### config.mk
export PLATFORM = sky130hd
export DESIGN_NAME = dec_digits_flat
export DESIGN_NICKNAME = d
export VERILOG_FILES = /design/src/rtl/dec_digits_if.sv /design/src/rtl/dec_digits.sv /design/src/flat_wrapper.sv
export SDC_FILE = /design/constraint.sdc
export NUM_CORES = 1
export LEC_CHECK = 0
export CAP_MARGIN = 20
export CELL_PAD_IN_SITES_DETAIL_PLACEMENT = 1
export CELL_PAD_IN_SITES_GLOBAL_PLACEMENT = 2
export CORE_AREA = 2 2 94 69
export DETAILED_ROUTE_END_ITERATION = 16
export DIE_AREA = 0 0 96 71
export PLACE_DENSITY = 0.78
export SETUP_SLACK_MARGIN = 0.3
export SLEW_MARGIN = 15
export SYNTH_ARGS = -nofsm -noshare
export SYNTH_HDL_FRONTEND = slang
export SYNTH_SLANG_ARGS = --single-unit
### constraint.sdc
create_clock -name t -period 2.1 [get_ports t]
set_input_delay 0.525 -clock t [delete_from_list [all_inputs] [get_ports t]]
set_output_delay 0.525 -clock t [all_outputs]
set_load 0.05 [all_outputs]
### src/rtl/dec_digits_if.sv
// Operand/digit handshake bundle for dec_digits: operand in (v/a/ri), digits out (d/dv/dl/dr).
// master = upstream producer plus downstream digit consumer; slave = the extractor.
interface dec_digits_if #(parameter int W = 20);
  logic         v;
  logic [W-1:0] a;
  logic         ri;
  logic [3:0]   d;
  logic         dv;
  logic         dl;
  logic         dr;

  modport master (output v, a, dr, input ri, d, dv, dl);
  modport slave  (input v, a, dr, output ri, d, dv, dl);
endinterface

### src/rtl/dec_digits.sv
// Bit-serial binary-to-decimal digit extractor: restoring divide-by-10, one quotient bit per clock,
// digits emitted LSD first. Optional macro DEC_PAD_EN zero-pads every operand to N_DIG digits.
module dec_digits #(
  parameter int W     = 20,
  parameter int N_DIG = 7
) (
  input  logic         t,
  input  logic         c,
  dec_digits_if.slave  bus
);
  localparam int KW = $clog2(W);

  if (N_DIG < 1) begin : g_cfg_err
    $error("N_DIG must be at least 1");
  end

  typedef enum logic [1:0] {S_IDLE, S_DIV, S_EMIT} state_t;

  state_t          r_state;
  logic [W-1:0]    r_q;
  logic [4:0]      r_rm;
  logic [KW-1:0]   r_k;
  logic            r_ri;
  logic            r_dv;
  logic            r_dl;
  logic [3:0]      r_d;
`ifdef DEC_PAD_EN
  logic [2:0]      r_cnt;
`endif

  logic [4:0]      w_rm_sh;
  logic            w_ge;
  logic [4:0]      w_rm_n;
  logic [W-1:0]    w_q_n;
  logic            w_last;

  // One restoring step: remainder stays <= 9, so 5 bits cover the shifted value.
  assign w_rm_sh = {r_rm[3:0], r_q[W-1]};
  assign w_ge    = (w_rm_sh >= 5'd10);
  assign w_rm_n  = w_ge ? (w_rm_sh - 5'd10) : w_rm_sh;
  assign w_q_n   = {r_q[W-2:0], w_ge};
`ifdef DEC_PAD_EN
  assign w_last  = (r_cnt == 3'(N_DIG - 1));
`else
  assign w_last  = (w_q_n == '0);
`endif

  always_ff @(posedge t or posedge c) begin
    if (c) begin
      r_state <= S_IDLE;
      r_q     <= '0;
      r_rm    <= '0;
      r_k     <= '0;
      r_ri    <= 1'b0;
      r_dv    <= 1'b0;
      r_dl    <= 1'b0;
      r_d     <= '0;
`ifdef DEC_PAD_EN
      r_cnt   <= '0;
`endif
    end else begin
      case (r_state)
        S_IDLE: begin
          r_ri <= 1'b1;
          if (r_ri && bus.v) begin
            r_q     <= bus.a;
            r_rm    <= '0;
            r_k     <= KW'(W - 1);
            r_ri    <= 1'b0;
            r_state <= S_DIV;
`ifdef DEC_PAD_EN
            r_cnt   <= '0;
`endif
          end
        end
        S_DIV: begin
          r_q  <= w_q_n;
          r_rm <= w_rm_n;
          r_k  <= r_k - 1'b1;
          if (r_k == '0) begin
            r_state <= S_EMIT;
            r_dv    <= 1'b1;
            r_d     <= w_rm_n[3:0];
            r_dl    <= w_last;
          end
        end
        S_EMIT: begin
          if (bus.dr) begin
            r_dv <= 1'b0;
            r_d  <= '0;
            r_dl <= 1'b0;
            if (r_dl) begin
              r_ri    <= 1'b1;
              r_state <= S_IDLE;
            end else begin
              // Quotient is kept: the next pass divides what is left by 10 again.
              r_rm    <= '0;
              r_k     <= KW'(W - 1);
              r_state <= S_DIV;
`ifdef DEC_PAD_EN
              r_cnt   <= r_cnt + 1'b1;
`endif
            end
          end
        end
        default: r_state <= S_IDLE;
      endcase
    end
  end

  assign bus.ri = r_ri;
  assign bus.dv = r_dv;
  assign bus.d  = r_d;
  assign bus.dl = r_dl;
endmodule

### src/flat_wrapper.sv
// flat-port wrapper written by rule: the top's interface ports become plain ports
module dec_digits_flat 
#(
  parameter int W     = 20,
  parameter int N_DIG = 7
)
  (t, c, bus_v, bus_a, bus_dr, bus_ri, bus_d, bus_dv, bus_dl);
  dec_digits_if #(.W(W)) bus_i ();
  input  logic t;
  input  logic c;
  input wire logic [$bits(bus_i.v)-1:0] bus_v;
  input wire logic [$bits(bus_i.a)-1:0] bus_a;
  input wire logic [$bits(bus_i.dr)-1:0] bus_dr;
  output wire logic [$bits(bus_i.ri)-1:0] bus_ri;
  output wire logic [$bits(bus_i.d)-1:0] bus_d;
  output wire logic [$bits(bus_i.dv)-1:0] bus_dv;
  output wire logic [$bits(bus_i.dl)-1:0] bus_dl;
  assign bus_i.v = bus_v;
  assign bus_i.a = bus_a;
  assign bus_i.dr = bus_dr;
  assign bus_ri = bus_i.ri;
  assign bus_d = bus_i.d;
  assign bus_dv = bus_i.dv;
  assign bus_dl = bus_i.dl;
  dec_digits #(.W(W), .N_DIG(N_DIG)) u_core (.t(t), .c(c), .bus(bus_i));
endmodule
==> flow_metrics.env, run 1 <==
export IMPL_status="complete, no violations"
export IMPL_required_ns=2.33
export IMPL_start_util=0.328
export IMPL_async_flop_share=1.00
export IMPL_clk_latency_ns=0.29
export IMPL_vias_per_cell=5.00
export IMPL_startpoint_type="flip-flop"
export IMPL_grt_pass1_vias=1483
export IMPL_worst_pin_slew_ns=0.514
export IMPL_cap_viol_max_count=0
export IMPL_gr_total_overflow=0
export IMPL_stdcell_count=297
export IMPL_syn_avg_cell_area_um2=10.6
export IMPL_die_area_um2=6820
export IMPL_num_antenna_cells=0
export IMPL_synth_distinct_cells=44
export IMPL_ctsHtreeMaxLevel=2
export IMPL_totalWireLength_um=4590
export IMPL_hold_class="flip-flop to flip-flop"
export IMPL_final_util=0.420
export IMPL_seq_area_frac_synth=0.485
export IMPL_detail_route_antenna_nets=0
export IMPL_antenna_found_initial=0
export IMPL_clk_pin_slew_ns=0.08
export IMPL_grt_busiest_layer="met1"
export IMPL_pre_cts_slack_ns=0.130
export IMPL_die_w_um=96
export IMPL_via_count=1486
export IMPL_crit_buf_inv=1
export IMPL_post_route_period_util=0.822
export IMPL_grt_util_met3=0.0426
export IMPL_regToRegSetupSlack_ns=0.37
export IMPL_synth_edf_count=0
export IMPL_area_delta_synth_final_pct=28.2
export IMPL_layout_drive_gt1_share=0.137
export IMPL_setup_viol=0
export IMPL_leakagePower_nw=1.10
export IMPL_die_h_um=71
export IMPL_relSlewSlack=0.657
export IMPL_cts_buffers=5
export IMPL_nNetsFinal=245
export IMPL_ctsHoldBuffers=0
export IMPL_io_pins=31
export IMPL_power_density_nw_per_um2=1480
export IMPL_grt_met1_usage=0.233
export IMPL_rows=24
export IMPL_use_met2=0.194
export IMPL_synth_area_um2=1960
export IMPL_grt_pass1_wl_um=7600
export IMPL_max_freq_mhz=579
export IMPL_cp_slowest_cell="or3_4"
export IMPL_ys_ff_latch=38
export IMPL_grt_usage=0.148
export IMPL_syn_num_nets=211
export IMPL_cts_sinks=38
export IMPL_min_period_ns=1.73
export IMPL_cts_buffer_depth=2
export IMPL_setup_slack_ns=0.374
export IMPL_cts_tree="yes"
export IMPL_portBuffers=30
export IMPL_drv_slew=0
export IMPL_drt_first_pass_iters=4
export IMPL_setup_worst_path_class="flip-flop to flip-flop"
export IMPL_crit_family="simple AND/OR/NAND/NOR gates"
export IMPL_place_congestion=0.772
export IMPL_cp_end_kind="flip-flop"
export IMPL_tns_ns=0
export IMPL_worstPathCellList="inv_1 -> ha_2 -> nor2b_1 -> or3_4 -> a21oi_1 -> a22o_1"
export IMPL_path_max_fanout=5
export IMPL_drc_errors=0
export IMPL_wire_per_inst_um=15.5
export IMPL_synthCells=184
export IMPL_core_area_um2=5980
export IMPL_yosys_warnings=0
export IMPL_cp_arrival_ns=1.96
export IMPL_cts_root_buffer="clkbuf_8"
export IMPL_dpl_cell_count=289
export IMPL_grt_setup_unrepaired="yes"
export IMPL_dp_hpwl_um=3230
export IMPL_synthFlopType="dfrtp_1"
export IMPL_clock_skew_ns=0.00250
export IMPL_max_stage_delay_ns=0.41
export IMPL_ir_drop_uv=524
export IMPL_hold_viol=0
export IMPL_grt_max_degree=42
export IMPL_drt_iter0_markers=55
[worst register-to-register path, delay by kind of cell (launching register included)]
| kind | cells | cell delay [ns] |
|---|---|---|
| buffers and inverters | 1 | 0.11 |
| flip-flops | 1 | 0.40 |
| AO/OA/AOI/OAI | 2 | 0.45 |
| adder cells (fa/ha/maj) | 1 | 0.23 |
| AND/OR/NAND/NOR | 2 | 0.48 |
[cells by family after synthesis]
kind of cell	synth area share
buf+inv	0.0434
simple gates	0.172
xor+xnor	0.00447
flops	0.485
mux	0.107
compound gates	0.168
fa+ha+maj	0.0192
[path summary, 6_finish.rpt]
path                                   end  cells after the start       startpoint
max                        u_core.bus.d[1]                      6   u_core.r_rm[1]
min                        u_core.bus.d[3]                      2  u_core.bus.d[3]
max reg2reg                u_core.bus.d[1]                      6   u_core.r_rm[1]
min reg2reg                u_core.bus.d[3]                      2  u_core.bus.d[3]
max in group asynchronous   u_core.r_rm[0]                      3                c
min in group asynchronous    u_core.bus.ri                      3                c
[state kept, by name (all words and copies together), names as in the netlist]
name / cells
u_core.r_rm: 4
u_core.bus.dv: 1
u_core.r_k: 5
u_core.r_state: 2
u_core.r_q: 20
u_core.bus.d: 4
u_core.bus.dl: 1
u_core.bus.ri: 1
[cell usage after synthesis, drive strengths merged (5+ instances only)]
cell,instances,share of area
inv,6,0.011
nor4,6,0.026
a22o,5,0.022
o21ai,25,0.064
dfrtp,38,0.49
buf,7,0.026
a21oi,6,0.017
mux2i,21,0.11
nand2,28,0.054
[layout make-up]
type                       count  area, µm²
clock inverter                 2       60.1
multi-input combinational    130        931
fill                         667       3460
inverter                       6       22.5
timing repair buffer          37        367
tap                           78       97.6
clock buffer                   6       82.6
sequential                    38        951
[metal layers]
metal  share of wire  vias to the layer above
met2            0.41                       27
li1                -                      728
met4          0.0059                        0
met1            0.54                      729
met3           0.039                        2
met5               0                        -
[metrics by stage]
| step | hold WS (ns) | area (µm²) | total power [mW] |
|---|---|---|---|
| after CTS | 0.493 | 2500 | 3.73 |
| final | 0.485 | 2510 | 3.71 |
| after global routing | 0.520 | 2510 | 4.00 |
| after floorplan | 0.471 | 1960 | 2.48 |
| after detailed placement | 0.479 | 2370 | 2.95 |
| after global placement | 0.472 | 2370 | 2.92 |
[cell usage in the layout (no fill, tap or decap), types with 3 or more instances in the layout]
| master | instances |
|---|---|
| nand2b_1 | 3 |
| clkbuf_8 | 6 |
| nor4_1 | 4 |
| a21oi_1 | 5 |
| o21ai_0 | 22 |
| nand2_1 | 28 |
| o21ai_1 | 3 |
| a22o_1 | 5 |
| buf_4 | 7 |
| dfrtp_1 | 38 |
| dlygate4sd2_1 | 5 |
| clkdlybuf4s50_1 | 23 |
| inv_1 | 6 |
| mux2i_1 | 20 |
[repair_timing]
| item | CTS | global route |
|---|---|---|
| gates resized for setup | 5 | 3 |
| setup buffers | 0 | 0 |
| endpoints found under the hold margin | 0 | 0 |
| endpoints found under the setup margin | 5 | 8 |
[power by group]
part	total [mW]	switching (mW)	internal, mW	leakage (nW)
Sequential	1.41	0.335	1.07	0.459
Clock	0.782	0.275	0.507	0.0714
Combinational	1.52	0.811	0.712	0.572
Note: power is estimated with default switching activity, not from simulation.
==> inputs of run 2 (changes only) <==
==> constraint.sdc (replaced) <==
create_clock -name t -period 1.7 [get_ports t]
set_input_delay 0.425 -clock t [delete_from_list [all_inputs] [get_ports t]]
set_output_delay 0.425 -clock t [all_outputs]
set_load 0.05 [all_outputs]
==> run 2 against run 1 <==
Non-clock buffer count grew 28. Cell count grew 11%. Routed wire length grew 33%. Count of clock-buffer cells in the layout grew 1. Sequential cell count is the same. Critical path depth is the same. Worst hold slack gained 0.026 ns. Sequential share of layout area shrank 5.5 points. Highest routed layer unchanged. Clock power shrank 17%. Register-to-register slack lost 0.27 ns. Clock skew grew 0.0045 ns.
==> flow_metrics.env, run 2 (synthesis results as in run 1) <==
export IMPL_path_max_fanout=4
export IMPL_dp_hpwl_um=3440
export IMPL_required_ns=1.88
export IMPL_cts_tree="yes"
export IMPL_setup_slack_ns=0.108
export IMPL_power_frac_comb=0.544
export IMPL_final_common_cell="dfrtp_1"
export IMPL_largest_reg_flops=20
export IMPL_ir_drop_uv=643
export IMPL_nFillCells=647
export IMPL_design_area_um2=2950
export IMPL_wire_per_inst_um=18.5
export IMPL_antenna_found_initial=0
export IMPL_cap_viol_max_count=0
export IMPL_seqPwrFrac=0.332
export IMPL_post_route_period_util=0.937
export IMPL_top_regs="u_core.r_q: 20 flops, u_core.r_k: 5 flops"
export IMPL_grt_pass1_vias=1755
export IMPL_multi_input_area_um2=1120
export IMPL_mostFrequentLayoutCells="35 x dfrtp_1, 28 x nand2_1, 27 x buf_4"
export IMPL_setup_worst_path_class="flip-flop to flip-flop"
export IMPL_cts_sinks=38
export IMPL_whs_ns=0.511
export IMPL_setup_viol=0
export IMPL_wl_met1_um=3190
export IMPL_cts_buffers=5
export IMPL_io_pins=31
export IMPL_grt_pass1_wl_um=9290
export IMPL_start_util=0.328
export IMPL_hold_viol=0
export IMPL_num_antenna_cells=0
export IMPL_place_congestion=0.842
export IMPL_hold_class="input port to asynchronous set/reset pin"
export IMPL_final_util=0.493
export IMPL_rows=24
export IMPL_regArea_um2=955
export IMPL_die_h_um=71
export IMPL_tns_ns=0
export IMPL_relSlewSlack=0.735
export IMPL_detail_route_antenna_nets=0
export IMPL_worst_pin_slew_ns=0.394
export IMPL_gr_total_overflow=0
export IMPL_leakagePower_nw=1.29
export IMPL_stdcell_count=330
export IMPL_layout_drive_gt1_share=0.345
export IMPL_max_freq_mhz=628
export IMPL_clk_pin_slew_ns=0.08
export IMPL_cp_slowest_cell="or4b_4"
export IMPL_core_area_um2=5980
export IMPL_power_mw=5.27
export IMPL_die_area_um2=6820
export IMPL_area_delta_synth_final_pct=50.4
export IMPL_cts_buffer_depth=2
export IMPL_status="complete, no violations"
export IMPL_via_count=1694
export IMPL_dpl_cell_count=298
export IMPL_ctsHtreeMaxLevel=2
export IMPL_clk_latency_ns=0.29
export IMPL_dr_wl_met2_um=2640
export IMPL_portBuffers=30
export IMPL_min_period_ns=1.59
export IMPL_cp_arrival_ns=1.77
export IMPL_drt_iter0_markers=75
export IMPL_drc_errors=0
export IMPL_clock_skew_ns=0.00696
export IMPL_intPower_mw=3.13
export IMPL_wl_met3_um=195
export IMPL_grt_setup_unrepaired="yes"
export IMPL_dpl_cell_area_um2=2510
export IMPL_startpoint_type="flip-flop"
export IMPL_sw_frac_of_total=0.406
export IMPL_power_frac_clock=0.124
export IMPL_switchingPower_mw=2.14
export IMPL_max_stage_delay_ns=0.47
export IMPL_largest_register="u_core.r_q"
export IMPL_drv_slew=0
export IMPL_top_layer="met4"
export IMPL_totalWireLength_um=6090
export IMPL_cts_root_buffer="clkbuf_8"
export IMPL_cp_end_kind="flip-flop"
export IMPL_grt_max_degree=39
export IMPL_die_w_um=96
export IMPL_worstPathCellList="inv_2 -> ha_4 -> or4b_4 -> o22ai_4 -> xnor2_1 -> nand2_1"
export IMPL_grt_usage=0.182
export IMPL_power_density_nw_per_um2=1790
export IMPL_ctsHoldBuffers=0
export IMPL_pre_cts_slack_ns=-0.162
export IMPL_nNetsFinal=279
export IMPL_vias_per_cell=5.13
export IMPL_drt_first_pass_iters=4
[run 2: cell type report]
cell class                      instances  share of cell area
Multi-Input combinational cell        136               0.381
Sequential cell                        38               0.324
Timing Repair Buffer                   65               0.225
Tap cell                               78              0.0331
Clock buffer                            7              0.0293
Inverter                                6             0.00764
[run 2: final timing paths]
path                           startpoint                 to  slack (ns)  depth (start not counted)
setup / recovery            u_core.r_k[0]      u_core.r_k[4]        0.11                          6
hold reg to reg            u_core.r_q[17]     u_core.r_q[17]        0.51                          2
setup reg to reg            u_core.r_k[0]      u_core.r_k[4]        0.11                          6
min in group t             u_core.r_q[17]     u_core.r_q[17]        0.51                          2
hold / removal                          c     u_core.r_q[10]        0.51                          3
max in group asynchronous               c  u_core.r_state[0]        0.98                          3
[run 2: metal layers]
layer / GRT usage / vias to the layer above
met4: 0.0460 / 0
met3: 0.0522 / 6
met1: 0.275 / 854
met5: 0 / -
met2: 0.255 / 30
li1: - / 804
[run 2: power groups by stage]
stage | registers, mW | logic [mW] | clock network, mW
final | 1.75 | 2.87 | 0.652
after global routing | 1.82 | 3.12 | 0.718
after CTS | 1.73 | 2.54 | 0.667
after detailed placement | 1.74 | 2.15 | 0
after global placement | 1.73 | 2.08 | 0
after floorplan | 1.82 | 1.35 | 0
[run 2: critical path, delay by kind of cell (launching register included)]
family / cells / cell delay, ns
AOI/OAI and AO/OA: 1 / 0.18
buffers and inverters: 1 / 0.08
DFF: 1 / 0.40
and+or+nand+nor: 2 / 0.53
xor gates and xnor gates: 1 / 0.14
adders and majority gates: 1 / 0.14
[run 2: what timing repair did]
item | CTS | global route
pin swaps | 11 | 7
setup buffers | 11 | 7
setup endpoints to repair | 36 | 37
gates resized for setup | 23 | 22
cloned | 3 | 4
==> inputs of run 3 (changes only) <==
--- a/config.mk
+++ b/config.mk
@@ -8,9 +8,9 @@
 export CAP_MARGIN = 20
 export CELL_PAD_IN_SITES_DETAIL_PLACEMENT = 1
 export CELL_PAD_IN_SITES_GLOBAL_PLACEMENT = 2
-export CORE_AREA = 2 2 94 69
+export CORE_AREA = 5 5 97 72
 export DETAILED_ROUTE_END_ITERATION = 16
-export DIE_AREA = 0 0 96 71
+export DIE_AREA = 0 0 102 77
 export PLACE_DENSITY = 0.78
 export SETUP_SLACK_MARGIN = 0.3
 export SLEW_MARGIN = 15
==> run 3 against run 2 <==
Cell area down 4.2%. Sequential power about the same. Fmax down 0.68%. Clock skew up 0.0070 ns. Core utilization down 2.1 points. Register-to-register slack about the same. Power down 2.5%. Clock power up 25%. Critical path type unchanged. Largest power group unchanged. Highest routed layer unchanged.
==> flow_metrics.env, run 3 (synthesis results as in run 1) <==
export IMPL_design_area_um2=2820
export IMPL_worst_pin_slew_ns=0.377
export IMPL_final_common_cell="dfrtp_1"
export IMPL_relSlewSlack=0.746
export IMPL_hold_class="input port to asynchronous set/reset pin"
export IMPL_power_density_nw_per_um2=1820
export IMPL_whs_ns=0.477
export IMPL_cap_viol_max_count=0
export IMPL_final_util=0.472
export IMPL_grt_setup_unrepaired="yes"
export IMPL_place_congestion=0.762
export IMPL_grt_usage=0.151
export IMPL_vias_per_cell=5.03
export IMPL_setup_viol=0
export IMPL_post_route_period_util=0.943
export IMPL_mostFrequentLayoutCells="35 x dfrtp_1, 27 x nand2_1, 24 x buf_4"
export IMPL_stdcell_count=317
export IMPL_grt_max_degree=39
export IMPL_max_freq_mhz=624
export IMPL_nFillCells=641
export IMPL_cp_arrival_ns=1.78
export IMPL_ir_drop_uv=853
export IMPL_worstPathCellList="inv_2 -> ha_4 -> or4b_4 -> o22ai_4 -> xnor2_1 -> nand2_1"
export IMPL_required_ns=1.88
export IMPL_hold_viol=0
export IMPL_nNetsFinal=265
export IMPL_largest_register="u_core.r_q"
export IMPL_ctsHtreeMaxLevel=2
export IMPL_grt_pass1_vias=1763
export IMPL_start_util=0.328
export IMPL_layout_drive_gt1_share=0.305
export IMPL_grt_pass1_wl_um=9160
export IMPL_max_stage_delay_ns=0.47
export IMPL_clock_skew_ns=0.0140
export IMPL_via_count=1595
export IMPL_num_antenna_cells=0
export IMPL_cts_sinks=38
export IMPL_status="complete, no violations"
export IMPL_regArea_um2=955
export IMPL_antenna_found_initial=0
export IMPL_drv_slew=0
export IMPL_drt_first_pass_iters=4
export IMPL_power_mw=5.14
export IMPL_setup_slack_ns=0.0968
export IMPL_die_area_um2=7850
export IMPL_clk_pin_slew_ns=0.09
export IMPL_core_area_um2=5980
export IMPL_cp_end_kind="flip-flop"
export IMPL_io_pins=31
export IMPL_detail_route_antenna_nets=0
export IMPL_cts_tree="yes"
export IMPL_die_w_um=102
export IMPL_crit_buf_inv=1
export IMPL_tns_ns=0
export IMPL_crit_family="simple AND/OR/NAND/NOR gates"
export IMPL_totalWireLength_um=5420
export IMPL_area_delta_synth_final_pct=44.1
export IMPL_dpl_cell_area_um2=2520
export IMPL_rows=24
export IMPL_portBuffers=30
export IMPL_die_h_um=77
export IMPL_top_regs="u_core.r_q: 20 flops, u_core.r_k: 5 flops"
export IMPL_dp_hpwl_um=3660
export IMPL_wire_per_inst_um=17.1
export IMPL_gr_total_overflow=0
export IMPL_leakagePower_nw=1.22
export IMPL_cp_slowest_cell="or4b_4"
export IMPL_clk_latency_ns=0.30
export IMPL_largest_reg_flops=20
export IMPL_pre_cts_slack_ns=-0.145
export IMPL_cts_buffer_depth=2
export IMPL_drc_errors=0
export IMPL_setup_worst_path_class="flip-flop to flip-flop"
export IMPL_cts_buffers=5
export IMPL_path_max_fanout=3
export IMPL_dpl_cell_count=298
export IMPL_cts_root_buffer="clkbuf_8"
export IMPL_drt_iter0_markers=42
export IMPL_min_period_ns=1.60
export IMPL_multi_input_area_um2=1050
export IMPL_startpoint_type="flip-flop"
run 3: cell count changes in the layout (fill, tap and decap cells not counted), sizes merged:
cell / delta
or2: -5
bufinv: +1
buf: -9
run 3: path summary, 6_finish.rpt:
path | startpoint | to | slack, ns | depth (start not counted)
min in group t | u_core.r_q[4] | u_core.r_q[4] | 0.52 | 2
max in group asynchronous | c | u_core.bus.ri | 1.02 | 3
setup / recovery | u_core.r_k[0] | u_core.r_k[4] | 0.1 | 6
hold / removal | c | u_core.bus.dl | 0.48 | 3
setup reg to reg | u_core.r_k[0] | u_core.r_k[4] | 0.1 | 6
hold reg to reg | u_core.r_q[4] | u_core.r_q[4] | 0.52 | 2
run 3: power breakdown:
group	switching [mW]	leakage [nW]	total, mW	internal (mW)
clock network	0.336	0.0585	0.815	0.479
registers	0.445	0.455	1.78	1.33
logic	1.25	0.711	2.55	1.31
run 3: repair_timing:
action | in CTS | in global routing
pin swaps | 12 | 4
gates cloned | 1 | 0
gates resized for setup | 27 | 4
hold buffers | 0 | 0
hold endpoints to repair | 0 | 0
buffers inserted | 10 | 0
endpoints found under the setup margin | 33 | 37
run 3: area by class of cell:
| type | count | share of cell area |
|---|---|---|
| Tap cell | 78 | 0.0346 |
| Clock inverter | 1 | 0.0106 |
| Sequential cell | 38 | 0.338 |
| Multi-Input combinational cell | 131 | 0.373 |
| Timing Repair Buffer | 56 | 0.205 |
| Inverter | 6 | 0.00798 |
| Clock buffer | 7 | 0.0306 |
run 3: tightest hold or removal path: stages:
cell and delay, ns:
clkdlybuf4s50_1 0.40, inv_1 0.09, buf_12 0.23
run 3: layer usage:
metal,part of all wire,GRT usage,wire length (µm)
met1,0.49,0.215,2660
met2,0.46,0.225,2470
met3,0.041,0.0363,221
met4,0.014,0.0472,76
met5,0,0,0
